[src/rtl/dz_pkg.sv]
// Shared definitions for the dot-matrix countdown display: matrix size,
// colour encodings and the 8x8 digit glyph table.
package dz_pkg;

  localparam int DZ_ROWS = 8;
  localparam int DZ_COLS = 8;

  typedef enum logic [1:0] {
    COL_OFF = 2'b00,
    COL_RED = 2'b01,
    COL_GRN = 2'b10,
    COL_YEL = 2'b11
  } dz_colour_e;

  localparam logic [DZ_COLS-1:0] DZ_BLANK = 8'h00;

  // One 64-bit word per digit; row 0 (top) in bits [63:56], row 7 in [7:0].
  localparam logic [63:0] DZ_GLYPH [10] = '{
    64'h3C666E7666663C00,  // 0
    64'h1838181818187E00,  // 1
    64'h3C66060C30607E00,  // 2
    64'h3C66061C06663C00,  // 3
    64'h0C1C3C6C7E0C0C00,  // 4
    64'h7E607C0606663C00,  // 5
    64'h3C607C6666663C00,  // 6
    64'h7E060C1830303000,  // 7
    64'h3C66663C66663C00,  // 8
    64'h3C66663E060C3800   // 9
  };

endpackage

[src/rtl/dz_font_rom.sv]
// Combinational glyph lookup: (digit, row) -> 8-bit column pattern.
// Digits above 9 render blank.
module dz_font_rom
  import dz_pkg::*;
(
  input  logic [3:0]         i_digit,
  input  logic [2:0]         i_row,
  output logic [DZ_COLS-1:0] o_pat
);

  // Row r lives at bit offset (7-r)*8, and ~r == 7-r for a 3-bit row.
  logic [5:0] w_base;
  assign w_base = {~i_row, 3'b000};

  // Select the glyph slice, defaulting to blank for non-digits.
  always_comb begin
    o_pat = DZ_BLANK;
    if (i_digit <= 4'd9) begin
      o_pat = DZ_GLYPH[i_digit][w_base +: 8];
    end
  end

endmodule

[src/rtl/dz_scan_driver.sv]
// Row-scanning driver for the 8x8 bicolour countdown matrix.
// New digit/colour values are captured into a shadow register and moved to
// the active register only at a frame boundary, so a frame never mixes glyphs.
// Optional feature: define DZ_SCAN_BLINK_EN to blink digit 0 every
// BLINK_FRAMES frames (rows keep scanning while columns are forced off).
module dz_scan_driver
  import dz_pkg::*;
#(
  parameter int SCAN_DIV     = 125
`ifdef DZ_SCAN_BLINK_EN
  ,
  parameter int BLINK_FRAMES = 32
`endif
) (
  input  logic               clk,
  input  logic               rst,
  input  logic [3:0]         digit_in,
  input  logic [1:0]         colour_in,
  input  logic               digit_vld,
  output logic [DZ_ROWS-1:0] row,
  output logic [DZ_COLS-1:0] colr,
  output logic [DZ_COLS-1:0] colg,
  output logic               frame_start
);

  localparam int DIV_W = (SCAN_DIV > 1) ? $clog2(SCAN_DIV) : 1;

  logic [DIV_W-1:0]   r_div_cnt;
  logic [2:0]         r_row_idx;
  logic               r_run;
  logic [3:0]         r_shd_digit;
  logic [3:0]         r_act_digit;
  dz_colour_e         r_shd_col;
  dz_colour_e         r_act_col;

  logic               w_tick;
  logic               w_frame_end;
  logic               w_wrap;
  logic [2:0]         w_row_next;
  logic [3:0]         w_act_digit_next;
  dz_colour_e         w_act_col_next;
  logic [DZ_COLS-1:0] w_pat;
  logic               w_blank;

  assign w_tick = (r_div_cnt == DIV_W'(SCAN_DIV - 1));
  // Genuine 7->0 wrap of a running scan.
  assign w_wrap = w_tick && r_run && (r_row_idx == 3'd7);
  // The first tick after reset starts the scan at row 0 and counts as a
  // frame boundary too, so the first driven row is the top one.
  assign w_frame_end = w_tick && (!r_run || (r_row_idx == 3'd7));

  // Next row index and next active digit/colour (bypass on a coincident strobe).
  always_comb begin
    w_row_next       = r_row_idx;
    w_act_digit_next = r_act_digit;
    w_act_col_next   = r_act_col;
    if (w_tick) begin
      w_row_next = r_run ? (r_row_idx + 3'd1) : 3'd0;
    end
    if (w_frame_end) begin
      w_act_digit_next = digit_vld ? digit_in : r_shd_digit;
      w_act_col_next   = digit_vld ? dz_colour_e'(colour_in) : r_shd_col;
    end
  end

  dz_font_rom u_font (
    .i_digit (w_act_digit_next),
    .i_row   (w_row_next),
    .o_pat   (w_pat)
  );

`ifdef DZ_SCAN_BLINK_EN
  localparam int FCNT_W = (2 * BLINK_FRAMES > 1) ? $clog2(2 * BLINK_FRAMES) : 1;

  logic [FCNT_W-1:0] r_fcnt;
  logic [FCNT_W-1:0] w_fcnt_next;

  // Frame counter value that applies to the frame being entered.
  always_comb begin
    w_fcnt_next = r_fcnt;
    if (w_wrap) begin
      w_fcnt_next = (r_fcnt == FCNT_W'(2 * BLINK_FRAMES - 1)) ? '0 : (r_fcnt + 1'b1);
    end
  end

  // Count frame wraps modulo 2*BLINK_FRAMES.
  always_ff @(posedge clk or negedge rst) begin
    if (!rst) r_fcnt <= '0;
    else      r_fcnt <= w_fcnt_next;
  end

  assign w_blank = (w_act_digit_next == 4'd0) && (w_fcnt_next >= FCNT_W'(BLINK_FRAMES));
`else
  assign w_blank = 1'b0;
`endif

  // Row-period divider.
  always_ff @(posedge clk or negedge rst) begin
    if (!rst)        r_div_cnt <= '0;
    else if (w_tick) r_div_cnt <= '0;
    else             r_div_cnt <= r_div_cnt + 1'b1;
  end

  // Row index and scan-started flag.
  always_ff @(posedge clk or negedge rst) begin
    if (!rst) begin
      r_row_idx <= 3'd0;
      r_run     <= 1'b0;
    end else if (w_tick) begin
      r_row_idx <= w_row_next;
      r_run     <= 1'b1;
    end
  end

  // Shadow capture: last strobe wins.
  always_ff @(posedge clk or negedge rst) begin
    if (!rst) begin
      r_shd_digit <= 4'd0;
      r_shd_col   <= COL_OFF;
    end else if (digit_vld) begin
      r_shd_digit <= digit_in;
      r_shd_col   <= dz_colour_e'(colour_in);
    end
  end

  // Active digit/colour, refreshed only at frame boundaries.
  always_ff @(posedge clk or negedge rst) begin
    if (!rst) begin
      r_act_digit <= 4'd0;
      r_act_col   <= COL_OFF;
    end else begin
      r_act_digit <= w_act_digit_next;
      r_act_col   <= w_act_col_next;
    end
  end

  // Registered pin drive, updated once per row.
  always_ff @(posedge clk or negedge rst) begin
    if (!rst) begin
      row         <= '1;
      colr        <= DZ_BLANK;
      colg        <= DZ_BLANK;
      frame_start <= 1'b0;
    end else begin
      frame_start <= w_frame_end;
      if (w_tick) begin
        row  <= ~(DZ_ROWS'(1) << w_row_next);
        colr <= (w_act_col_next[0] && !w_blank) ? w_pat : DZ_BLANK;
        colg <= (w_act_col_next[1] && !w_blank) ? w_pat : DZ_BLANK;
      end
    end
  end

endmodule

[config.mk]
export PLATFORM = sky130hd
export DESIGN_NAME = dz_scan_driver
export DESIGN_NICKNAME = d
export VERILOG_FILES = /design/src/rtl/dz_pkg.sv /design/src/rtl/dz_font_rom.sv /design/src/rtl/dz_scan_driver.sv
export SDC_FILE = /design/constraint.sdc
export NUM_CORES = 1
export LEC_CHECK = 0
export CAP_MARGIN = 20
export CORE_UTILIZATION = 40
export CTS_BUF_LIST = sky130_fd_sc_hd__clkbuf_16
export DETAILED_ROUTE_END_ITERATION = 6
export GPL_TIMING_DRIVEN = 1
export PLACE_DENSITY_LB_ADDON = 0.1
export SLEW_MARGIN = 20
export SYNTH_ARGS = -nofsm -noshare
export SYNTH_HDL_FRONTEND = slang
export SYNTH_SLANG_ARGS = --single-unit
[constraint.sdc]
create_clock -name clk -period 8.4 [get_ports clk]
set_input_delay 1.26 -clock clk [delete_from_list [all_inputs] [get_ports clk]]
set_output_delay 1.26 -clock clk [all_outputs]
set_load 0.02 [all_outputs]
==> results.tsv, run 1 <==
stage	metric	value	unit
sta	min_period	4.59	ns
layout	final_cell_mix	36 x dfrtp_1, 28 x clkdlybuf4s50_1, 26 x nor2_1, 24 x nand2_1, 17 x o21ai_0	
layout	layout-drive-gt1-share	12.3	%
placement	io_buffer_count	29	
synthesis	synth_cells	283	
critical_path	end_kind	flip-flop	
critical_path	arrival	4.76	ns
status	violations	design-rule violations	
clock_network	tritoncts	done	
placement	placed_area	2980	µm²
floorplan	coreArea	6420	µm²
clock_network	post-cts-setup-buffers	0	
route	wire_per_inst	18.7	µm
synthesis	yosysSeqAreaShare	41.4	%
layout	diodes	0	
synthesis	synth_warnings	0	
clock_network	clk-insertion-delay-late	0.28	ns
sta	relSlewSlack	31.7	%
critical_path	startpoint_type	input port	
route	drtIter0Drc	183	
critical_path	critPathKind	input port to flip-flop	
critical_path	cp.required	8.57	ns
status	status	complete, but fails checks	
critical_path	ff2ff_path_depth	15	
clock_network	cts_max_level	2	
route	drt-vias-per-instance	6.01	
grt	grt_usage	21.2	%
layout	final_area	3150	µm²
synthesis	syn_area	2680	µm²
synthesis	synthFlopType	dfrtp_1	
floorplan	die_height	83.9	µm
synthesis	synth_seq_cells	44	
power	cellPowerDensity	152	nW/µm²
floorplan	initial_core_util	41.8	%
route	drtAntennaViolNets	0	
clock_network	postCtsHoldBufs	0	
synthesis	synthArstFlopShare	100	%
power	power	0.477	mW
clock_network	clkTransAtPathRegs	0.06	ns
min_path	hold_start	colr[6]$_DFFE_PN0N_	
job	maxCapViolations	0	
sta	setup_tns	0	ns
min_path	holdPathStages	2	
synthesis	synth_cell_types	62	
power	ir_drop	0.0835	mV
sta	max_freq	0.218	GHz
floorplan	row_count	29	
grt	grt_pass1_wl	11600	µm
route	routed_wl	7210	µm
sta	tightest_slew	1.02	ns
clock_network	cts-root-buf	clkbuf_16	
critical_path	regToRegSetupSlack	4.19	ns
sta	finalCritPeriodShare	54.6	%
layout	area_delta_synth_final	17.3	%
floorplan	ios	34	
grt	grt_max_degree	45	
sta	hold_violations	0	
grt	overflow	0	
synthesis	synth_area_per_cell	9.48	µm²
placement	place.gp.congestion	0.944	
min_path	hold_class	flip-flop to flip-flop	
grt	antenna_found_initial	0	
sta	skew	0.00343	ns
layout	nets	326	
sta	finalSetupViolations	0	
route	dr.pass1.iters	7	
clock_network	cts_resized	0	
critical_path	reg2reg_from	r_div_cnt[0]$_DFF_PN0_	
sta	final_max_slew_viol_count	0	
min_path	holdPathEnd	colr[6]$_DFFE_PN0N_	
sta	rsz0062_at_grt	no	
placement	dp_hpwl	5170	µm
clock_network	cts_buffer_depth	2	
floorplan	dieWidth	83.9	µm
route	route.detailed.drc	6	
critical_path	path_max_fanout	7	
power	power.leakage	1.33	nW
critical_path	rr_endpoint	colr[1]$_DFFE_PN0N_	
layout	layout_commonest_cell	dfrtp_1	
route	vias	2319	
clock_network	cts_buffers	5	
synthesis	synth_edf_count	0	
grt	first_global_vias	2172	
floorplan	dieArea	7040	µm²
clock_network	clkSinkCount	44	
-- flip-flops by register name, indices dropped and copies added (netlist names) --
| name | cells |
|---|---|
| frame_start | 1 |
| colg | 6 |
| r_shd_digit | 4 |
| r_div_cnt | 7 |
| r_act_col | 2 |
| r_act_digit | 4 |
| r_run | 1 |
| colr | 6 |
| row | 8 |
| r_shd_col | 2 |
| r_row_idx | 3 |
-- through the flow --
step           hold slack (ns)  std cells  util, %  worst slack (ns)
6_report                 0.483        386     49.0              3.81
5_1_grt                  0.506        386     49.0              3.62
4_1_cts                  0.488        386     48.9              3.85
3_5_place_dp             0.473        378     46.3              3.54
3_3_place_gp             0.471        378     46.3              3.66
2_1_floorplan            0.450        286        -              4.65
-- cell families after synthesis --
family / after synthesis / synth area share, %
AOI/OAI and AO/OA: 89 / 23.5
xor gates and xnor gates: 3 / 0.980
adders and majority gates: 9 / 4.20
buffers and inverters: 32 / 6.67
DFF: 44 / 41.4
muxes: 19 / 7.60
other: 1 / 0.140
and+or+nand+nor: 86 / 15.5
-- layout make-up --
cell class	instances	area [µm²]
Tap cell	77	96.3
Clock inverter	3	42.5
Timing Repair Buffer	30	295
Sequential cell	44	1110
Inverter	17	71.3
Clock buffer	5	125
Fill cell	603	3280
Multi-Input combinational cell	210	1400
-- cell usage after synthesis (all sizes together), types with 4 or more instances --
master  instances  area, µm²
a21oi          14       70.1
a22o            7       61.3
a31oi          10       77.6
and2            5       33.8
buf            10       78.8
clkbuf          5       28.8
dfrtp          36        901
dfstp           8        210
ha              9        113
inv            17       71.3
mux2            8       93.8
mux2i          11        110
nand2          24       90.1
nand3           9       50.1
nor2           26       97.6
nor3            5       25.0
o21ai          17       85.1
o22ai           4       25.0
or2             4       25.0
-- worst max-delay path, stage by stage --
cell and delay (ns):
clkdlybuf4s50_1 0.65, mux2_2 0.43, mux2i_1 0.40, inv_1 0.24, ha_1 0.33, nor2_1 0.15
o21ai_0 0.09, mux2i_1 0.48, nand2b_1 0.22, a311o_1 0.13, o22ai_1 0.14, a22o_1 0.22
-- worst max-delay path by stage --
stage / start / endpoint / slack, ns / depth (start not counted)
floorplan: digit_vld / colr[1]$_DFFE_PN0N_ / 4.65 / 12
global placement: digit_vld / colr[1]$_DFFE_PN0N_ / 3.66 / 12
detailed placement: digit_vld / colg[6]$_DFFE_PN0N_ / 3.54 / 12
CTS: digit_vld / colr[1]$_DFFE_PN0N_ / 3.85 / 12
global route: digit_vld / colr[1]$_DFFE_PN0N_ / 3.62 / 12
finish: digit_vld / colr[1]$_DFFE_PN0N_ / 3.81 / 12
-- per-layer routing --
| layer | global-route usage [%] | up-vias | part of all wire [%] |
|---|---|---|---|
| li1 | - | 1085 | - |
| met1 | 31.5 | 1129 | 49 |
| met2 | 30.7 | 89 | 44 |
| met3 | 3.46 | 16 | 5.0 |
| met4 | 7.84 | 0 | 2.3 |
| met5 | 0 | - | 0 |
-- where the power goes --
part | leakage (nW) | switching (mW) | internal [mW] | total (mW)
combinational | 0.715 | 0.0235 | 0.0145 | 0.0379
sequential | 0.533 | 0.00185 | 0.216 | 0.217
clock | 0.0814 | 0.0822 | 0.140 | 0.222
Power figures use the tool's default switching activity.
==> run 2: changes to the inputs <==
clock period = 4.56 ns   (was 8.4 ns; I/O delays follow)
==> results.tsv, run 2 (synthesis results as in run 1) <==
stage	metric	value	unit	change
layout	layout_commonest_cell	dfrtp_1		
placement	placed_area	3000	µm²	+0.76%
clock_network	cts-root-buf	clkbuf_16		
layout	fillers	587		-2.7%
route	drtIter0Drc	203		+11%
min_path	hold_class	input port to async pin		
layout	layout-drive-gt1-share	13.5	%	+1.2 points
route	drtAntennaViolNets	0		unchanged
status	status	complete, but fails checks		
critical_path	arrival	4.22	ns	-0.54 ns
sta	final_max_slew_viol_count	0		unchanged
critical_path	critPathBufInv	3		+1
critical_path	worstPathCellList	inv_1, ha_1, and2_1, nand3_2, inv_2, mux2i_1, inv_1, ha_1, nor2_1, o21ai_0, mux2i_1, nand2b_1, a311o_1, o22ai_1, a22o_1		
power	switching_share	23.1	%	+0.61 points
sta	finalSetupViolations	0		unchanged
floorplan	die_height	83.9	µm	unchanged
critical_path	startpoint_type	flip-flop		
sta	hold_violations	0		unchanged
critical_path	critPathKind	flip-flop to flip-flop		
layout	area_delta_synth_final	18.2	%	
sta	min_period	4.04	ns	
grt	first_global_vias	2085		-4.0%
layout	largestRegisters	row (8), r_div_cnt (7)		
clock_network	cts_buffer_depth	2		unchanged
power	seq_power_share	45.0	%	-0.6 points
route	routed_wl	7030	µm	-2.5%
grt	antenna_found_initial	0		unchanged
layout	final_util	49.4	%	+0.41 points
critical_path	ff2ff_path_depth	15		unchanged
clock_network	post-cts-setup-buffers	0		unchanged
floorplan	dieArea	7040	µm²	unchanged
clock_network	cts_max_level	2		unchanged
route	drt-vias-per-instance	5.92		-1.5%
grt	grt_max_degree	45		unchanged
sta	finalCritPeriodShare	88.6	%	
layout	largest_reg_flops	8		unchanged
placement	pre_cts_ws	0.452	ns	-3.09 ns
power	power_frac_comb	8.1	%	+0.2 points
critical_path	regToRegSetupSlack	0.52	ns	-3.67 ns
critical_path	cp.depth	15		+3
grt	overflow	0		unchanged
clock_network	clkTransAtPathRegs	0.07	ns	about the same
placement	io_buffer_count	29		unchanged
layout	final_cell_mix	36 x dfrtp_1, 28 x clkdlybuf4s50_1, 26 x nor2_1, 24 x nand2_1, 17 x o21ai_0		
power	ir_drop	0.138	mV	+66%
layout	final_area	3170	µm²	+0.84%
floorplan	ios	34		unchanged
placement	place.gp.congestion	0.920		-2.5%
grt	grt_pass1_wl	11200	µm	-3.5%
critical_path	crit_family	simple AND/OR/NAND/NOR gates		
critical_path	crit_slowest_cell	mux2i_1		
power	cellPowerDensity	281	nW/µm²	+85%
sta	tightest_slew	0.946	ns	-0.0783 ns
route	dr.pass1.iters	7		unchanged
sta	setup_tns	0	ns	unchanged
power	p_sw	0.206	mW	+92%
layout	regMostFlops	row		
sta	skew	0.00428	ns	+0.000842 ns
route	route.detailed.drc	6		unchanged
critical_path	cp.required	4.74	ns	-3.83 ns
power	p_int	0.685	mW	+85%
power	power.leakage	1.34	nW	+1.1%
clock_network	tritoncts	done		
critical_path	cpPeakStageDelay	0.44	ns	-0.21 ns
sta	fin_ws	0.520	ns	-3.29 ns
floorplan	row_count	29		unchanged
floorplan	dieWidth	83.9	µm	unchanged
sta	holdWs	0.385	ns	-0.0983 ns
floorplan	coreArea	6420	µm²	unchanged
sta	max_freq	0.248	GHz	
route	wire_per_inst	18.1	µm	-3.2%
critical_path	end_kind	flip-flop		
layout	nets	329		+0.92%
clock_network	cts_resized	0		unchanged
placement	dp_hpwl	5040	µm	-2.6%
route	vias	2302		-0.73%
sta	relSlewSlack	36.9	%	+5.2 points
job	maxCapViolations	0		unchanged
layout	diodes	0		unchanged
clock_network	clk-insertion-delay-late	0.29	ns	about the same
floorplan	initial_core_util	41.8	%	unchanged
sta	rsz0062_at_grt	no		
clock_network	postCtsHoldBufs	0		unchanged
status	violations	design-rule violations		
critical_path	path_max_fanout	12		+5
clock_network	clkSinkCount	44		unchanged
grt	grt_usage	20.5	%	-0.66 points
clock_network	cts_buffers	5		unchanged
power	power_frac_clock	46.9	%	+0.4 points
-- run 2: cell types whose count changed in the layout (fill, tap and decap cells not counted), sizes merged --
cell | previous run | this run
buf | 2 | 5
clkinv | 2 | 0
clkinvlp | 0 | 1
inv | 17 | 18
-- run 2: layer usage --
layer  global-route usage (%)  share of wire [%]
met5                        0                  0
met4                     7.37                1.3
met3                     3.07                6.2
met2                     29.9                 44
met1                     30.7                 49
-- run 2: cell type report --
type	count	area, µm²	share of cell area [%]
flip-flops and latches	44	1110	35.0
multi-input cells	210	1400	44.3
clock buffers	5	125	3.94
clock inverters	3	46.3	1.46
inverters	17	71.3	2.25
well taps	77	96.3	3.04
repair buffers	33	318	10.0
-- run 2: power groups by stage --
stage / sequential [mW] / clock [mW] / combinational, mW
after floorplan: 0.407 / 0 / 0.0475
after global placement: 0.408 / 0 / 0.0727
after detailed placement: 0.408 / 0 / 0.0709
after CTS: 0.401 / 0.426 / 0.0711
after global routing: 0.401 / 0.437 / 0.0788
final: 0.401 / 0.418 / 0.0718
-- run 2: worst paths after layout --
check,from,endpoint
max in group asynchronous,rst,colr[6]$_DFFE_PN0N_
max reg2reg,r_div_cnt[0]$_DFF_PN0_,colr[1]$_DFFE_PN0N_
min,rst,r_div_cnt[1]$_DFF_PN0_
min reg2reg,colg[6]$_DFFE_PN0N_,colg[6]$_DFFE_PN0N_
min in group clk,colg[6]$_DFFE_PN0N_,colg[6]$_DFFE_PN0N_
max,r_div_cnt[0]$_DFF_PN0_,colr[1]$_DFFE_PN0N_
-- run 2: stage by stage --
stage / instances / power [mW]
final: 389 / 0.891
after global routing: 389 / 0.917
after CTS: 389 / 0.898
after detailed placement: 381 / 0.479
after global placement: 381 / 0.481
after floorplan: 286 / 0.454
==> run 3: changes to the inputs <==
PLACE_DENSITY = 0.71   (was unset)
PLACE_DENSITY_LB_ADDON = unset   (was 0.1)
SKIP_LAST_GASP = 1   (was unset)
==> results.tsv, run 3 (synthesis results as in run 1) <==
stage	metric	value	unit	change
clock_network	post-cts-setup-buffers	0		unchanged
layout	diodes	0		unchanged
floorplan	initial_core_util	41.8	%	unchanged
route	drtIter0Drc	247		+22%
grt	first_global_vias	2153		+3.3%
layout	final_util	49.1	%	-0.29 points
critical_path	cp.required	4.73	ns	about the same
critical_path	crit_family	simple AND/OR/NAND/NOR gates		
critical_path	startpoint_type	flip-flop		
power	cellPowerDensity	280	nW/µm²	-0.48%
sta	relSlewSlack	49.2	%	+12 points
route	wire_per_inst	17.5	µm	-3.1%
grt	grt_pass1_wl	11300	µm	+1.5%
critical_path	crit_slowest_cell	mux2i_1		
sta	fin_ws	0.433	ns	-0.0871 ns
critical_path	reg2reg_from	r_div_cnt[0]$_DFF_PN0_		
critical_path	end_kind	flip-flop		
route	route.detailed.drc	6		unchanged
placement	dp_hpwl	4950	µm	-1.8%
sta	max_freq	0.242	GHz	-2.1%
critical_path	path_max_fanout	12		unchanged
clock_network	cts_buffers	5		unchanged
floorplan	dieWidth	83.9	µm	unchanged
job	maxCapViolations	0		unchanged
status	violations	design-rule violations		
critical_path	arrival	4.30	ns	+0.08 ns
placement	place.gp.congestion	0.968		+5.1%
layout	area_delta_synth_final	17.5	%	
layout	final_cell_mix	36 x dfrtp_1, 28 x clkdlybuf4s50_1, 26 x nor2_1, 24 x nand2_1, 17 x o21ai_0		
critical_path	worstPathCellList	inv_1, ha_1, and2_1, nand3_2, inv_2, mux2i_1, inv_1, ha_1, nor2_1, o21ai_0, mux2i_1, nand2b_1, a311o_1, o22ai_1, a22o_1		
clock_network	cts-root-buf	clkbuf_16		
power	power	0.882	mW	-1.1%
critical_path	cp-startpoint	r_div_cnt[0]$_DFF_PN0_		
route	drt-vias-per-instance	6.01		+1.6%
grt	grt_max_degree	45		unchanged
sta	finalCritPeriodShare	90.5	%	+1.9 points
placement	io_buffer_count	29		unchanged
critical_path	critPathBufInv	3		unchanged
sta	setup_tns	0	ns	unchanged
clock_network	clkSinkCount	44		unchanged
clock_network	tritoncts	done		
sta	skew	0.00622	ns	+0.00195 ns
layout	largestRegisters	row (8), r_div_cnt (7)		
layout	layout-drive-gt1-share	12.6	%	-0.88 points
sta	finalSetupViolations	0		unchanged
clock_network	postCtsHoldBufs	0		unchanged
route	routed_wl	6780	µm	-3.6%
floorplan	ios	34		unchanged
floorplan	die_height	83.9	µm	unchanged
sta	rsz0062_at_grt	no		
grt	antenna_found_initial	0		unchanged
clock_network	clkTransAtPathRegs	0.07	ns	about the same
status	status	complete, but fails checks		
critical_path	critPathKind	flip-flop to flip-flop		
floorplan	dieArea	7040	µm²	unchanged
placement	pre_cts_ws	0.384	ns	-0.0676 ns
route	dr.pass1.iters	7		unchanged
sta	final_max_slew_viol_count	0		unchanged
route	vias	2326		+1.0%
critical_path	regToRegSetupSlack	0.43	ns	-0.09 ns
placement	dpl.cell_count	379		-0.52%
critical_path	ff2ff_path_depth	15		unchanged
critical_path	cpPeakStageDelay	0.52	ns	+0.08 ns
clock_network	cts_max_level	2		unchanged
layout	regMostFlops	row		
power	power.leakage	1.34	nW	-0.66%
clock_network	cts_buffer_depth	2		unchanged
clock_network	clk-insertion-delay-late	0.28	ns	about the same
sta	min_period	4.13	ns	+0.0871 ns
floorplan	coreArea	6420	µm²	unchanged
power	ir_drop	0.167	mV	+21%
grt	grt_usage	20.4	%	-0.16 points
clock_network	cts_resized	0		unchanged
sta	hold_violations	0		unchanged
layout	layout_commonest_cell	dfrtp_1		
sta	tightest_slew	0.762	ns	-0.184 ns
critical_path	rr_endpoint	colr[1]$_DFFE_PN0N_		
layout	fin_cells	387		-0.51%
floorplan	row_count	29		unchanged
layout	largest_reg_flops	8		unchanged
min_path	hold_class	input port to async pin		
grt	overflow	0		unchanged
route	drtAntennaViolNets	0		unchanged
layout	nets	327		-0.61%
-- run 3: worst max-delay path by stage --
stage | slack (ns) | end | depth (start not counted)
finish | 0.43 | colr[1]$_DFFE_PN0N_ | 15
global route | 0.06 | colr[1]$_DFFE_PN0N_ | 15
CTS | 0.49 | colr[1]$_DFFE_PN0N_ | 15
detailed placement | 0.38 | colg[6]$_DFFE_PN0N_ | 12
global placement | 0.45 | colg[6]$_DFFE_PN0N_ | 12
floorplan | 1.25 | colg[6]$_DFFE_PN0N_ | 16
-- run 3: final cells by class --
| cell class | count | area, µm² |
|---|---|---|
| flip-flops and latches | 44 | 1110 |
| multi-input cells | 210 | 1400 |
| repair buffers | 31 | 303 |
| inverters | 17 | 71.3 |
| clock inverters | 3 | 42.5 |
| fillers | 568 | 3270 |
| well taps | 77 | 96.3 |
| clock buffers | 5 | 125 |
-- run 3: power breakdown --
part           total [mW]  switching, mW  internal [mW]
Combinational      0.0716         0.0450         0.0266
Sequential          0.401        0.00362          0.397
Clock               0.409          0.152          0.258
Total               0.882          0.200          0.681
-- run 3: routing by layer --
| metal | vias up | GRT usage [%] | share of wire, % |
|---|---|---|---|
| met3 | 19 | 3.66 | 6.2 |
| met5 | - | 0 | 0 |
| met4 | 0 | 6.74 | 1.8 |
| met1 | 1115 | 29.0 | 45 |
| li1 | 1091 | - | - |
| met2 | 101 | 31.1 | 47 |
-- run 3: stage by stage --
step | area, µm² | hold WS (ns)
2_1_floorplan | 2690 | 0.388
3_3_place_gp | 2980 | 0.472
3_5_place_dp | 2980 | 0.472
4_1_cts | 3150 | 0.486
5_1_grt | 3150 | 0.435
6_report | 3150 | 0.387
